`src/rtl/posit_quire_norm.sv`:
```
// Three-stage, multi-lane normaliser: signed quire words -> sign, scale factor and
// rounded 1.f mantissa for the posit encoder. All lanes share one valid/ready pipeline.
module posit_quire_norm #(
  parameter int WIDTH   = 8,
  parameter int EXP     = 2,
  parameter int K       = 9,
  parameter int LANES   = 1,
  parameter int WK      = $clog2(K),
  parameter int BIAS    = 2**(EXP+1)*(WIDTH-2),
  parameter int WIDTH_A = WK+2*BIAS+2,
  parameter int MW      = 2*(WIDTH-2-EXP),
  parameter int SFW     = $clog2(WIDTH)+EXP+2
) (
  input  logic                     clk_i,
  input  logic                     rstn,
  input  logic                     flush,
  input  logic                     rnd_mode,
  input  logic                     in_vld,
  output logic                     in_rdy,
  input  logic [LANES*WIDTH_A-1:0] acc,
  output logic                     out_vld,
  input  logic                     out_rdy,
  output logic [LANES-1:0]         sign_q,
  output logic [LANES-1:0]         zero_q,
  output logic [LANES-1:0]         inexact_q,
  output logic [LANES*SFW-1:0]     sf_q,
  output logic [LANES*MW-1:0]      mts_q
);
  localparam int PW = $clog2(WIDTH_A);

  logic adv;
  logic v1, v2, v3;
  logic r1, r2;

  // Every stage advances together; a stalled output freezes the whole pipe.
  assign adv     = ~v3 | out_rdy;
  assign in_rdy  = adv;
  assign out_vld = v3;

  always_ff @(posedge clk_i or negedge rstn) begin
    if (!rstn) begin
      v1 <= 1'b0;
      v2 <= 1'b0;
      v3 <= 1'b0;
      r1 <= 1'b0;
      r2 <= 1'b0;
    end else begin
      if (flush) begin
        v1 <= 1'b0;
        v2 <= 1'b0;
        v3 <= 1'b0;
      end else if (adv) begin
        v1 <= in_vld;
        v2 <= v1;
        v3 <= v2;
      end
      if (adv) begin
        r1 <= rnd_mode;
        r2 <= r1;
      end
    end
  end

  for (genvar i = 0; i < LANES; i++) begin : g_lane
    logic [WIDTH_A-1:0] a_w;
    logic               s1_sign, s1_zero;
    logic [WIDTH_A-1:0] s1_mag;
    logic               s2_sign, s2_zero;
    logic [WIDTH_A-1:0] s2_norm;
    logic [SFW-1:0]     s2_sf;
    logic               s3_sign, s3_zero, s3_inex;
    logic [SFW-1:0]     s3_sf;
    logic [MW-1:0]      s3_mts;
    logic [PW-1:0]      lead, shamt;
    logic [SFW-1:0]     sf_d;
    logic [MW-1:0]      mant;
    logic               guard, sticky, inc;
    logic [MW:0]        sum;

    assign a_w = acc[i*WIDTH_A +: WIDTH_A];

    always_comb begin
      lead = '0;
      for (int b = 0; b < WIDTH_A; b++)
        if (s1_mag[b]) lead = PW'(b);
    end

    assign shamt = PW'(WIDTH_A-1) - lead;
    assign sf_d  = SFW'(int'(lead) - BIAS);

    // Bits shifted in below the original bit 0 are zero, which is the zero padding.
    assign mant   = s2_norm[WIDTH_A-1 -: MW];
    assign guard  = s2_norm[WIDTH_A-1-MW];
    assign sticky = |s2_norm[WIDTH_A-2-MW:0];
    assign inc    = r2 & guard & (sticky | mant[0]);
    assign sum    = {1'b0, mant} + {{MW{1'b0}}, inc};

    always_ff @(posedge clk_i or negedge rstn) begin
      if (!rstn) begin
        s1_sign <= 1'b0;
        s1_zero <= 1'b0;
        s1_mag  <= '0;
        s2_sign <= 1'b0;
        s2_zero <= 1'b0;
        s2_norm <= '0;
        s2_sf   <= '0;
        s3_sign <= 1'b0;
        s3_zero <= 1'b0;
        s3_inex <= 1'b0;
        s3_sf   <= '0;
        s3_mts  <= '0;
      end else if (adv) begin
        s1_sign <= a_w[WIDTH_A-1];
        s1_zero <= (a_w == '0);
        s1_mag  <= a_w[WIDTH_A-1] ? -a_w : a_w;

        s2_sign <= s1_sign;
        s2_zero <= s1_zero;
        s2_norm <= s1_mag << shamt;
        s2_sf   <= sf_d;

        if (s2_zero) begin
          s3_sign <= 1'b0;
          s3_zero <= 1'b1;
          s3_inex <= 1'b0;
          s3_sf   <= '0;
          s3_mts  <= '0;
        end else begin
          s3_sign <= s2_sign;
          s3_zero <= 1'b0;
          s3_inex <= guard | sticky;
          if (sum[MW]) begin
            s3_mts <= {1'b1, {(MW-1){1'b0}}};
            s3_sf  <= s2_sf + SFW'(1);
          end else begin
            s3_mts <= sum[MW-1:0];
            s3_sf  <= s2_sf;
          end
        end
      end
    end

    assign sign_q[i]               = s3_sign;
    assign zero_q[i]               = s3_zero;
    assign inexact_q[i]            = s3_inex;
    assign sf_q[i*SFW +: SFW]      = s3_sf;
    assign mts_q[i*MW +: MW]       = s3_mts;
  end
endmodule
```
`config.mk`:
```
export PLATFORM = sky130hd
export DESIGN_NAME = posit_quire_norm
export DESIGN_NICKNAME = d
export VERILOG_FILES = /design/src/rtl/posit_quire_norm.sv
export SDC_FILE = /design/constraint.sdc
export NUM_CORES = 1
export LEC_CHECK = 0
export CORE_MARGIN = 3
export CORE_UTILIZATION = 30
export DETAILED_ROUTE_END_ITERATION = 16
export PLACE_DENSITY = 0.53
export SETUP_SLACK_MARGIN = 0.5
export SLEW_MARGIN = 20
export SYNTH_ARGS = -nofsm -noshare
export SYNTH_HDL_FRONTEND = slang
export SYNTH_SLANG_ARGS = --single-unit
export TNS_END_PERCENT = 100
```
`constraint.sdc`:
```
create_clock -name clk_i -period 11 [get_ports clk_i]
set_input_delay 1.1 -clock clk_i [delete_from_list [all_inputs] [get_ports clk_i]]
set_output_delay 1.1 -clock clk_i [all_outputs]
set_load 0.02 [all_outputs]
```
== After elaboration in Yosys (flattened, before gate mapping) ==
Cells that the tools add are included.
Operators by class
  add/sub/neg operators: 5
  shifts and indexed selects: 1
  multiplexer cells: 115
  bitwise gates (word level): 6
  reduce and logical (&&, ||, !) cells: 3
Operators by type and width (count)
  $mux 7: 102
  $logic_not 102->1: 1
  $mux 102: 1
  $neg 102->102: 1
  $shl 102x7->102: 1
  $reduce_or 93->1: 1
  $mux 8: 2
  $mux 1: 10
  $add 8x1->9: 1
  $add 7x1->7 const B: 1
  $sub 7x6->7 const B: 1
  $sub 7x7->7 const A: 1
  $or 1x1->1: 3
  $and 1x1->1: 2
  $reduce_bool 2->1: 1
  $not 1->1: 1
Storage, ports and cells
  register bits after elaboration: 238
  input port bits: 108
  output and inout bits: 20

== Longest topological paths before layout ==
  depth in word-level cells: 103
  depth in mapped cells: 29
  gate-level depth less buffers: 17

== Least setup slack after synthesis ==
Ideal clock, no wire load.
  kind: register to register
  from: reg g_lane[0].s1_mag[49]
  to: reg g_lane[0].s2_norm[68]
  setup time: 0.134 ns
  data arrival time: 6.063 ns
  setup slack: 4.802 ns
  cell stages (with the launch flop): 26
  buffers on the path: 9
  path through: dfrtp_1 -> clkbuf_1 -> nor2_1 -> a211oi_1 -> o311ai_0 -> o2111ai_1 -> o21ai_0 -> nand2_1 -> inv_1 -> clkbuf_1 -> buf_1 -> buf_1 -> clkbuf_1 -> ha_1 -> clkbuf_1 -> nor4_1 -> a21oi_2 -> and3_4 -> buf_6 -> buf_6 -> clkbuf_1 -> a32oi_1 -> mux2_1 -> mux4_2 -> a222oi_1 -> o21ai_1
Between the ends
  longest elaborated chain between the ends: 55
RTL lines
  from (decl): line 67  | logic [WIDTH_A-1:0] s1_mag;
  from (signal assigned): line 115  | s1_mag <= a_w[WIDTH_A-1] ? -a_w : a_w;
  $mux 7 (53 in series): line 85  | if (s1_mag[b]) lead = PW'(b);
  named net g_lane[0].lead[1]: line 74  | logic [PW-1:0] lead, shamt;
  $sub 7x7->7: line 88  | assign shamt = PW'(WIDTH_A-1) - lead;
  $shl 102x7->102: line 119  | s2_norm <= s1_mag << shamt;
  to (signal assigned): line 119
  to (decl): line 69  | logic [WIDTH_A-1:0] s2_norm;
The timed path passes the listed nets, and every way through them passes these cells.
A chain may end at the register's enable or synchronous reset.

== Worst setup path in the final report ==
  from: reg g_lane[0].s1_mag[27]
  to: reg g_lane[0].s2_norm[72]
Between the ends
  longest elaborated chain between the ends: 77
RTL lines (line)
  $mux 7 (75 in series): 85
  $sub 7x7->7: 88
  $shl 102x7->102 *: 119
Mark *: on every way between the ends. The rest lies on a longest branch, timed or not.

==> out/results.ini <==
[worst_setup_path]
path_max_fanout=60
slowest_stage=o311ai_1
cpPeakStageDelay_ns=1.03
worst_setup_path_start_kind=flop
cp_data_arrival_time_ns=8.40
crit_chain=nor2_1, o311a_1, o311ai_0, a311oi_1, o21ai_0, nand2_4, inv_4, ha_4, nor4_1, a21oi_2, buf_4, nand3_4, buf_4, o311ai_1, nor2_1, a2111oi_0, o21ai_0, o211ai_1
cp.required_ns=11.49
worstSetupPathType=flop to flop
crit_path_start=g_lane[0].s1_mag[27]
reg2reg_from=g_lane[0].s1_mag[27]
cp-end-kind=flop

[place]
dp_hpwl_mm=73.57
port_buffers=127
routabilityCongestion=1.003
place_inst=3356

[sta]
finalHoldViolations=0
rsz0062_at_grt=false
period_share_pct=71.93
fin_skew_ns=0.02890
setup_viol=0
fin_crit_ns=7.912
fmax_ghz=0.1264
tns_ns=0
slew_headroom_pct=18.01
tightestPinTransition_ns=1.217
finalMaxSlewViolations=0

[route]
drtIter0Drc=2476
antenna_left=0
vias=21740
wl_per_cell_um=28.72
dr.pass1.iters=5
viasPerCell=6.380
drc=0
routed_wl_mm=97.88

[clock_network]
cts_hold_repair.buffers=0
cts.clk_slew.worst_paths_ns=0.06
cts_sinks=238
root_buffer=clkbuf_16
numCtsBuffers=29
cts_resized=0
cts_max_level=1
cts_tree=built
postCtsSetupRepairBufs=0
clk_latency_ns=0.60
clockBufferDepth=3

[floorplanning]
pin_count=128
core_mm2=0.06775
die-width_um=268.8
num_rows=95
start_util_pct=30.57
die_area_mm2=0.07224
dieHeight_um=268.8

[cells_and_area]
mostFrequentLayoutCell=nand2_1
antennaDiodeCount=0
final_cell_mix=310 x nand2_1, 245 x o21ai_0, 238 x dfrtp_1
finalNonFillerCells=3408
multiInputGateArea_mm2=0.01377
synthToLayoutAreaGrowth_pct=13.90
seq_area_mm2=0.005956
fin_nets=2629
postLayoutCoreUtil_pct=34.82
fillCellCount=7106
drive_gt1_share_pct=7.929

[power_and_ir_drop]
power_mw=4.854
p_leak_nw=8.894
power_density_mw_per_mm2=205.7
vdd_ir_drop_max_mv=0.1379

[global_route]
track_usage_pct=26.59
grt_pass1_wl_mm=144.8
grt_max_degree=169
grt_pass1_vias=20790
grt_remaining_overflow=0
grt_antenna_before_repair=0

[yosys]
syn-mean-instance-area_um2=8.136
async_flop_share_pct=100.0
synth-seq-cells=238
yosysSeqAreaShare_pct=28.75
synthCells=2546
yosysWarnings=0
synth_area_mm2=0.02071
synth_edf_count=0
synth_cell_type_count=82
syn-num-nets=2661
ys.flop_type=dfrtp_1

[min_path]
hold_class=flop to flop
holdCritStartpoint=zero_q

[outcome]
status=finished, final reports clean

[run]
maxCapViolations=0

==> where the power goes <==
group,total (mW),switching (mW),internal (mW)
Combinational,2.44,1.61,0.838
Clock,0.965,0.424,0.541
Sequential,1.45,0.327,1.12
Total,4.85,2.36,2.50
==> stage by stage <==
step | worst slack, ns | hold slack [ns] | instance area [um^2]
2_1_floorplan | 4.802 | 0.4386 | 20710
3_3_place_gp | 3.426 | 0.4612 | 22620
3_5_place_dp | 3.353 | 0.4627 | 22640
4_1_cts | 3.323 | 0.4835 | 23580
5_1_grt | 2.775 | 0.4948 | 23590
6_report | 3.088 | 0.4763 | 23590
==> logic make-up after synthesis <==
group / synth area share, %
AO/OA/AOI/OAI: 27.94
AND/OR/NAND/NOR: 19.27
buffers and inverters: 5.406
flip-flops: 28.75
multiplexers: 13.43
XOR/XNOR: 4.778
adder cells (fa/ha/maj): 0.4228
==> cells in the mapped netlist (all sizes together) (14+ instances only) <==
cell | n | share of area, %
a2111oi | 23 | 1.0
a211oi | 57 | 2.1
a21oi | 100 | 2.4
a221oi | 28 | 1.2
a22o | 26 | 1.1
a22oi | 53 | 1.9
a311oi | 18 | 0.76
a31oi | 49 | 1.5
and2 | 21 | 0.63
and3 | 15 | 0.48
buf | 59 | 1.4
clkbuf | 182 | 3.3
dfrtp | 238 | 29
inv | 38 | 0.69
mux2 | 18 | 0.98
mux2i | 170 | 8.2
mux4 | 39 | 4.2
nand2 | 313 | 5.7
nand2b | 14 | 0.42
nand3 | 94 | 2.3
nand4 | 27 | 0.82
nor2 | 112 | 2.0
nor3 | 55 | 1.3
nor4 | 70 | 2.1
o211ai | 49 | 1.8
o21ai | 256 | 6.2
o221ai | 16 | 0.68
o22ai | 20 | 0.60
o31ai | 38 | 1.4
o41ai | 21 | 0.89
or3 | 24 | 0.72
or4 | 33 | 1.2
xor2 | 106 | 4.5
==> layout make-up <==
class / count / share of cell area (%)
multi-input combinational: 2028 / 58.38
timing repair buffer: 178 / 7.122
tap: 873 / 4.630
inverter: 39 / 0.6364
clock buffer: 34 / 3.367
sequential: 238 / 25.24
clock inverter: 18 / 0.6258
==> per-layer routing <==
| metal | vias up | global-route usage (%) | wire, um |
|---|---|---|---|
| met3 | 202 | 4.581 | 7961 |
| met5 | - | 0 | 0 |
| met2 | 1087 | 40.94 | 42920 |
| met1 | 10740 | 36.92 | 42290 |
| li1 | 9718 | - | - |
| met4 | 0 | 10.96 | 4703 |
==> critical path: cells and delay by family (launching register included) <==
family	cells	cell delay, ns
and+or+nand+nor	5	1.38
buffers and inverters	3	1.59
AOI/OAI and AO/OA	9	3.92
adders and majority gates	1	0.29
DFF	1	0.55
==> worst paths after layout <==
kind	cells after the start	endpoint	slack (ns)
max reg2reg	18	g_lane[0].s2_norm[72]	3.09
min	2	zero_q	0.48
max	18	g_lane[0].s2_norm[72]	3.09
max in group asynchronous	2	g_lane[0].s1_mag[53]	9.03
min in group asynchronous	1	zero_q	0.59
min reg2reg	2	zero_q	0.48
==> state kept, by name, indices dropped and copies added, names as in the netlist <==
signal,flops
g_lane.s1_zero,1
r2,1
v1,1
sign_q,1
mts_q,8
sf_q,7
r1,1
g_lane.s2_norm,102
zero_q,1
g_lane.s2_sign,1
g_lane.s2_zero,1
out_vld,1
v2,1
g_lane.s2_sf,7
g_lane.s1_mag,102
g_lane.s1_sign,1
inexact_q,1
Power figures use the tool's default switching activity.
